$ cat config.mk
export PLATFORM = sky130hd
export DESIGN_NAME = rx_drain_fsm
export DESIGN_NICKNAME = d
export VERILOG_FILES = /design/src/rtl/chiplet_types_pkg.sv /design/src/rtl/rx_drain_fsm.sv
export SDC_FILE = /design/constraint.sdc
export NUM_CORES = 1
export LEC_CHECK = 0
export ABC_AREA = 1
export BUFFER_PORTS_ARGS = -buffer_cell sky130_fd_sc_hd__buf_2
export CAP_MARGIN = 20
export CORE_MARGIN = 2
export CORE_UTILIZATION = 50
export DETAILED_ROUTE_END_ITERATION = 6
export PLACE_DENSITY = 0.83
export SYNTH_ARGS = -nofsm -noshare
export SYNTH_HDL_FRONTEND = slang
export SYNTH_SLANG_ARGS = --single-unit
$ cat constraint.sdc
create_clock -name clk -period 4.1 [get_ports clk]
set_clock_uncertainty 0.1 [all_clocks]
set_input_delay 0.41 -clock clk [delete_from_list [all_inputs] [get_ports clk]]
set_output_delay 0.41 -clock clk [all_outputs]
set_load 0.03 [all_outputs]
$ cat src/rtl/chiplet_types_pkg.sv
// Shared chiplet types: word, packet length, rx descriptor, rx cache defaults.
// Pure declarations; no logic, no latency, no flow control.
package chiplet_types_pkg;

    localparam int WORD_WIDTH       = 32;
    localparam int PKT_LENGTH_WIDTH = 16;

    localparam int RX_CACHE_BYTES   = 1024;
    localparam int RX_MAX_PKT_WORDS = 128;

    typedef logic [WORD_WIDTH-1:0] word_t;

    typedef struct packed {
        word_t                       start_addr;
        logic [PKT_LENGTH_WIDTH-1:0] length;
    } rx_desc_t;

    typedef enum logic [2:0] {
        RX_IDLE,
        RX_POP,
        RX_FETCH,
        RX_WAIT,
        RX_SEND
    } rx_drain_state_t;

    // Word-aligned byte address folded into a power-of-two cache.
    function automatic word_t rx_cache_wrap(input word_t addr, input int cache_bytes);
        return addr & word_t'(cache_bytes - 4);
    endfunction

endpackage

$ cat src/rtl/rx_drain_fsm.sv
// Drains rx-cache packets described by descriptors to a host word handshake; optional RX_DRAIN_STATS_EN adds a drained-packet counter.
// Latency: 3 cycles from descriptor pop to first rd_valid; one word per 3 cycles at full rate.
// Backpressure: rd_ready=0 holds SEND with rd_data/rd_last stable; no cache reads while stalled.
module rx_drain_fsm
    import chiplet_types_pkg::*;
#(
    parameter int CACHE_BYTES   = RX_CACHE_BYTES,
    parameter int MAX_PKT_WORDS = RX_MAX_PKT_WORDS
) (
    input  logic                        clk,
    input  logic                        n_rst,
    input  logic                        desc_empty,
    input  rx_desc_t                    desc_rdata,
    output logic                        desc_pop,
    output logic                        cache_ren,
    output word_t                       cache_raddr,
    input  word_t                       cache_rdata,
    output logic                        rd_valid,
    input  logic                        rd_ready,
    output word_t                       rd_data,
    output logic                        rd_last,
    input  logic                        commit_valid,
    input  logic [PKT_LENGTH_WIDTH-1:0] commit_len,
    output logic                        overflow,
    output logic [15:0]                 pkt_count
);

    localparam int CACHE_WORDS = CACHE_BYTES / 4;
    localparam int OCC_W       = $clog2(CACHE_WORDS) + 1;
    localparam int SUM_W       = ((OCC_W > PKT_LENGTH_WIDTH) ? OCC_W : PKT_LENGTH_WIDTH) + 1;
    localparam logic [OCC_W-1:0] OCC_MAX    = '1;
    localparam logic [OCC_W-1:0] OCC_THRESH = OCC_W'(CACHE_WORDS - MAX_PKT_WORDS);

    rx_drain_state_t             r_state;
    rx_drain_state_t             w_next;
    word_t                       r_addr;
    logic [PKT_LENGTH_WIDTH-1:0] r_rem;
    word_t                       r_rd_data;
    logic [OCC_W-1:0]            r_occ;
    logic [OCC_W-1:0]            w_occ_next;
    logic [SUM_W-1:0]            w_occ_sum;
    logic                        w_hs;
    logic                        w_rem_one;

    assign w_rem_one   = (r_rem == PKT_LENGTH_WIDTH'(1));
    assign rd_valid    = (r_state == RX_SEND);
    assign rd_last     = rd_valid && w_rem_one;
    assign rd_data     = r_rd_data;
    assign cache_raddr = cache_ren ? r_addr : '0;
    assign overflow    = (r_occ > OCC_THRESH);

    always_comb begin
        w_next    = r_state;
        desc_pop  = 1'b0;
        cache_ren = 1'b0;
        w_hs      = 1'b0;
        case (r_state)
            RX_IDLE: begin
                if (!desc_empty) w_next = RX_POP;
            end
            RX_POP: begin
                if (desc_empty) begin
                    w_next = RX_IDLE;
                end else begin
                    desc_pop = 1'b1;
                    // Zero-length descriptors are consumed without touching the cache.
                    w_next   = (desc_rdata.length == '0) ? RX_IDLE : RX_FETCH;
                end
            end
            RX_FETCH: begin
                cache_ren = 1'b1;
                w_next    = RX_WAIT;
            end
            RX_WAIT: begin
                w_next = RX_SEND;
            end
            RX_SEND: begin
                if (rd_ready) begin
                    w_hs   = 1'b1;
                    w_next = w_rem_one ? RX_IDLE : RX_FETCH;
                end
            end
            default: w_next = RX_IDLE;
        endcase
    end

    // Commit and drain in the same cycle net out; the drain never takes occupancy below zero.
    always_comb begin
        w_occ_sum = SUM_W'(r_occ) + (commit_valid ? SUM_W'(commit_len) : SUM_W'(0));
        if (w_hs && (w_occ_sum != '0)) w_occ_sum = w_occ_sum - SUM_W'(1);
        w_occ_next = (w_occ_sum > SUM_W'(OCC_MAX)) ? OCC_MAX : w_occ_sum[OCC_W-1:0];
    end

    always_ff @(posedge clk or negedge n_rst) begin
        if (!n_rst) begin
            r_state   <= RX_IDLE;
            r_addr    <= '0;
            r_rem     <= '0;
            r_rd_data <= '0;
            r_occ     <= '0;
        end else begin
            r_state <= w_next;
            r_occ   <= w_occ_next;
            if (desc_pop) begin
                r_addr <= rx_cache_wrap(desc_rdata.start_addr, CACHE_BYTES);
                r_rem  <= desc_rdata.length;
            end
            if (r_state == RX_WAIT) r_rd_data <= cache_rdata;
            if (w_hs) begin
                r_rem  <= r_rem - PKT_LENGTH_WIDTH'(1);
                r_addr <= rx_cache_wrap(r_addr + word_t'(4), CACHE_BYTES);
            end
        end
    end

`ifdef RX_DRAIN_STATS_EN
    logic [15:0] r_pkt_count;

    always_ff @(posedge clk or negedge n_rst) begin
        if (!n_rst) begin
            r_pkt_count <= '0;
        end else if (w_hs && rd_last) begin
            r_pkt_count <= r_pkt_count + 16'd1;
        end
    end

    assign pkt_count = r_pkt_count;
`else
    assign pkt_count = '0;
`endif

endmodule

==> metrics.cfg <==
[cts]
cts-root-buf = clkbuf_8
clk_pin_slew_ns = 0.08
cts_tree = yes
clock_latency_ns = 0.36
clock_sinks = 68
cts_buffer_depth = 2
cts_resized = 0
numCtsBuffers = 9
htreeDepth = 3

[sta]
rsz0062_at_grt = no
setup_ws_ns = 1.16
max_freq_ghz = 0.340
finalCritPeriodShare_pct = 71.8
fin_tns_setup_ns = 0
setup_viol = 0
slew_violations = 0
slew_headroom_pct = 48.1
max_slew.worst_pin.slew_ns = 0.777
timing.hold.ws_ns = 0.176
min_period_ns = 2.94
finalHoldViolCount = 0

[critical_path]
worstPathArrival_ns = 3.07
cp.required_ns = 4.23
start_kind = flip-flop
rr_startpoint = r_occ[0]$_DFF_PN0_
reg2regPathDepth = 16
cp-startpoint = r_occ[0]$_DFF_PN0_
critPathKind = reg2reg
critPathMaxFanout = 9
end_kind = flip-flop

[die]
ioPinCount = 186
dieHeight_um = 106
coreArea_mm2 = 0.0102
die_x_um = 106
rows = 37
start_util_pct = 50.8
dieArea_mm2 = 0.0112

[place]
hpwl_mm = 9.16
postPlaceCellArea_mm2 = 0.00577
gp_congestion = 0.938
io_buffers = 121
dpl_worst_slack_ns = 0.813

[power]
power.leakage_nw = 3.23
power_per_cell_area_mw_per_mm2 = 570
combinationalPowerShare_pct = 50.0
p_seq_share_pct = 33.7
vdd_drop_max_mv = 0.521
switching_power_w = 0.00158
p_int_w = 0.00184
clock_power_share_pct = 16.3
switching_share_pct = 46.3

[drt]
routedWlPerCell_um = 12.0
drtPass1Iterations = 5
drt-total-wl_mm = 11.6
via_per_inst = 4.92
drc_errors = 0
vias = 4755
drtIter0Drc = 217
antenna_left = 0

[cells_and_area]
area_growth_pct = 15.9
layout-drive-gt1-share_pct = 27.1
fin_area_mm2 = 0.00600
nFillCells = 964
layout.nets = 942
fin_util_pct = 58.9
antenna_cells = 0

[global_route]
grt_pass1_wl_mm = 19.2
antenna_found_initial = 0
grt_overflow = 0
grt_usage_pct = 21.1
grt_max_degree = 49
grt_pass1_vias = 4345

[synth]
ys_ff_latch = 68
synthDistinctLibCells = 46
syn_area_per_cell_um2 = 7.38
synth_edf_count = 0
syn_area_mm2 = 0.00518
synth_ff_type = dfrtp_1
yosys_warnings = 0
ys_async_sr_fraction_pct = 100
seq_area_frac_synth_pct = 32.9
synthCells = 702

[worst_hold_path]
min-delay-path-class = in2reg
min-delay-start = cache_rdata[30]
holdPathStages = 2

[job]
drv_cap = 0

[status]
status = finished, final reports clean

[cell families (layout without fill, tap and decap cells)]
family	Yosys count	after routing	share of synthesized area (%)
simple gates	360	360	32.7
xor+xnor	9	9	1.52
flops	68	68	32.9
mux	32	32	6.96
other cells	1	40	0.0724
buf+inv	154	243	14.4
fa+ha+maj	16	16	4.01
compound gates	62	62	7.49
[metal layers]
metal  up-vias  share of wire (%)  track usage, %
met4         0                2.0            8.27
met5         -                  0               0
met1      2152                 45            27.7
met3        21                5.2            3.15
li1       2442                  -               -
met2       140                 48            35.1
[path summary, 6_finish.rpt]
check | endpoint | slack (ns)
worst max-delay path | r_occ[7]$_DFF_PN0_ | 1.16
worst min register to register | r_addr[2]$_DFFE_PN0P_ | 0.39
max in group asynchronous | r_occ[7]$_DFF_PN0_ | 2.77
min in group asynchronous | rd_data[27]$_DFFE_PN0N_ | 0.31
worst min-delay path | rd_data[30]$_DFFE_PN0N_ | 0.18
worst max register to register | r_occ[7]$_DFF_PN0_ | 1.16
[cells in the final DEF, fill, tap and decap left out, types with 7 or more instances in the layout]
| master | netlist | layout |
|---|---|---|
| dfrtp_1 | 68 | 68 |
| clkbuf_8 | 0 | 9 |
| mux2_2 | 32 | 32 |
| nand2_1 | 188 | 188 |
| nor2_2 | 7 | 7 |
| nand3_1 | 49 | 49 |
| conb_1 | 1 | 40 |
| xor2_1 | 7 | 7 |
| inv_1 | 90 | 90 |
| a21oi_1 | 16 | 16 |
| nand4_1 | 15 | 15 |
| inv_2 | 9 | 9 |
| o21ai_0 | 16 | 16 |
| nand2_2 | 11 | 11 |
| nor3_1 | 11 | 11 |
| ha_1 | 15 | 15 |
| nor2_1 | 50 | 50 |
| buf_2 | 1 | 121 |
[critical path, cell delays in order (launching register included)]
cell     delay [ns]
dfrtp_1        0.35
ha_1           0.23
inv_1          0.07
fa_1           0.39
inv_1          0.14
nand3_1        0.08
nand2_1        0.14
xor2_1         0.33
nor2_2         0.12
nand2_1        0.10
inv_2          0.04
a21oi_1        0.12
nand2_1        0.08
a21oi_1        0.12
nand2_1        0.10
nor2_4         0.21
nand3_1        0.10
[stage by stage]
step | std cells | total power, W
floorplan | 741 | 0.00244
global placement | 948 | 0.00282
detailed placement | 948 | 0.00287
CTS | 964 | 0.00344
global route | 966 | 0.00367
finish | 966 | 0.00342
[layout make-up]
| class | count | area [µm²] | area share, % |
|---|---|---|---|
| Timing Repair Buffer | 128 | 673 | 11.2 |
| Clock inverter | 7 | 75.1 | 1.25 |
| Tap cell | 136 | 170 | 2.84 |
| Inverter | 99 | 372 | 6.19 |
| Clock buffer | 9 | 124 | 2.06 |
| Sequential cell | 68 | 1700 | 28.4 |
| Multi-Input combinational cell | 519 | 2880 | 48.1 |
[cells in the mapped netlist, types with 4 or more instances]
cell,count,area [µm²]
clkbuf_1,12,45.0
nand2_1,188,706
nand2_2,11,68.8
o211ai_1,4,30.0
o22ai_1,5,31.3
nor4_1,7,43.8
a21oi_1,16,80.1
nand3_1,49,245
nor2_2,7,43.8
nand4_1,15,93.8
ha_1,15,188
xor2_1,7,61.3
buf_4,40,300
nor2_1,50,188
inv_2,9,33.8
nor3_1,11,55.1
nor2_4,6,67.6
dfrtp_1,68,1700
mux2_2,32,360
o21ai_0,16,80.1
nand3_2,6,60.1
inv_1,90,338
[timing repair]
item                                   in CTS  in global routing
hold buffers                                0                  1
setup endpoints to repair                   0                  0
setup buffers                               0                  0
endpoints found under the hold margin       0                  7
[state kept, by name (all words and copies together), names as in the netlist]
register  cells
rd_data      32
r_rem        16
r_occ         9
r_addr        8
r_state       3
[power by group through the flow]
stage | registers [W] | clock network [W] | logic [W]
after floorplan | 0.00146 | 0 | 0.000983
after global placement | 0.00115 | 0 | 0.00168
after detailed placement | 0.00116 | 0 | 0.00171
after CTS | 0.00115 | 0.000569 | 0.00172
after global routing | 0.00119 | 0.000600 | 0.00187
final | 0.00115 | 0.000559 | 0.00171
Power figures use the tool's default switching activity.
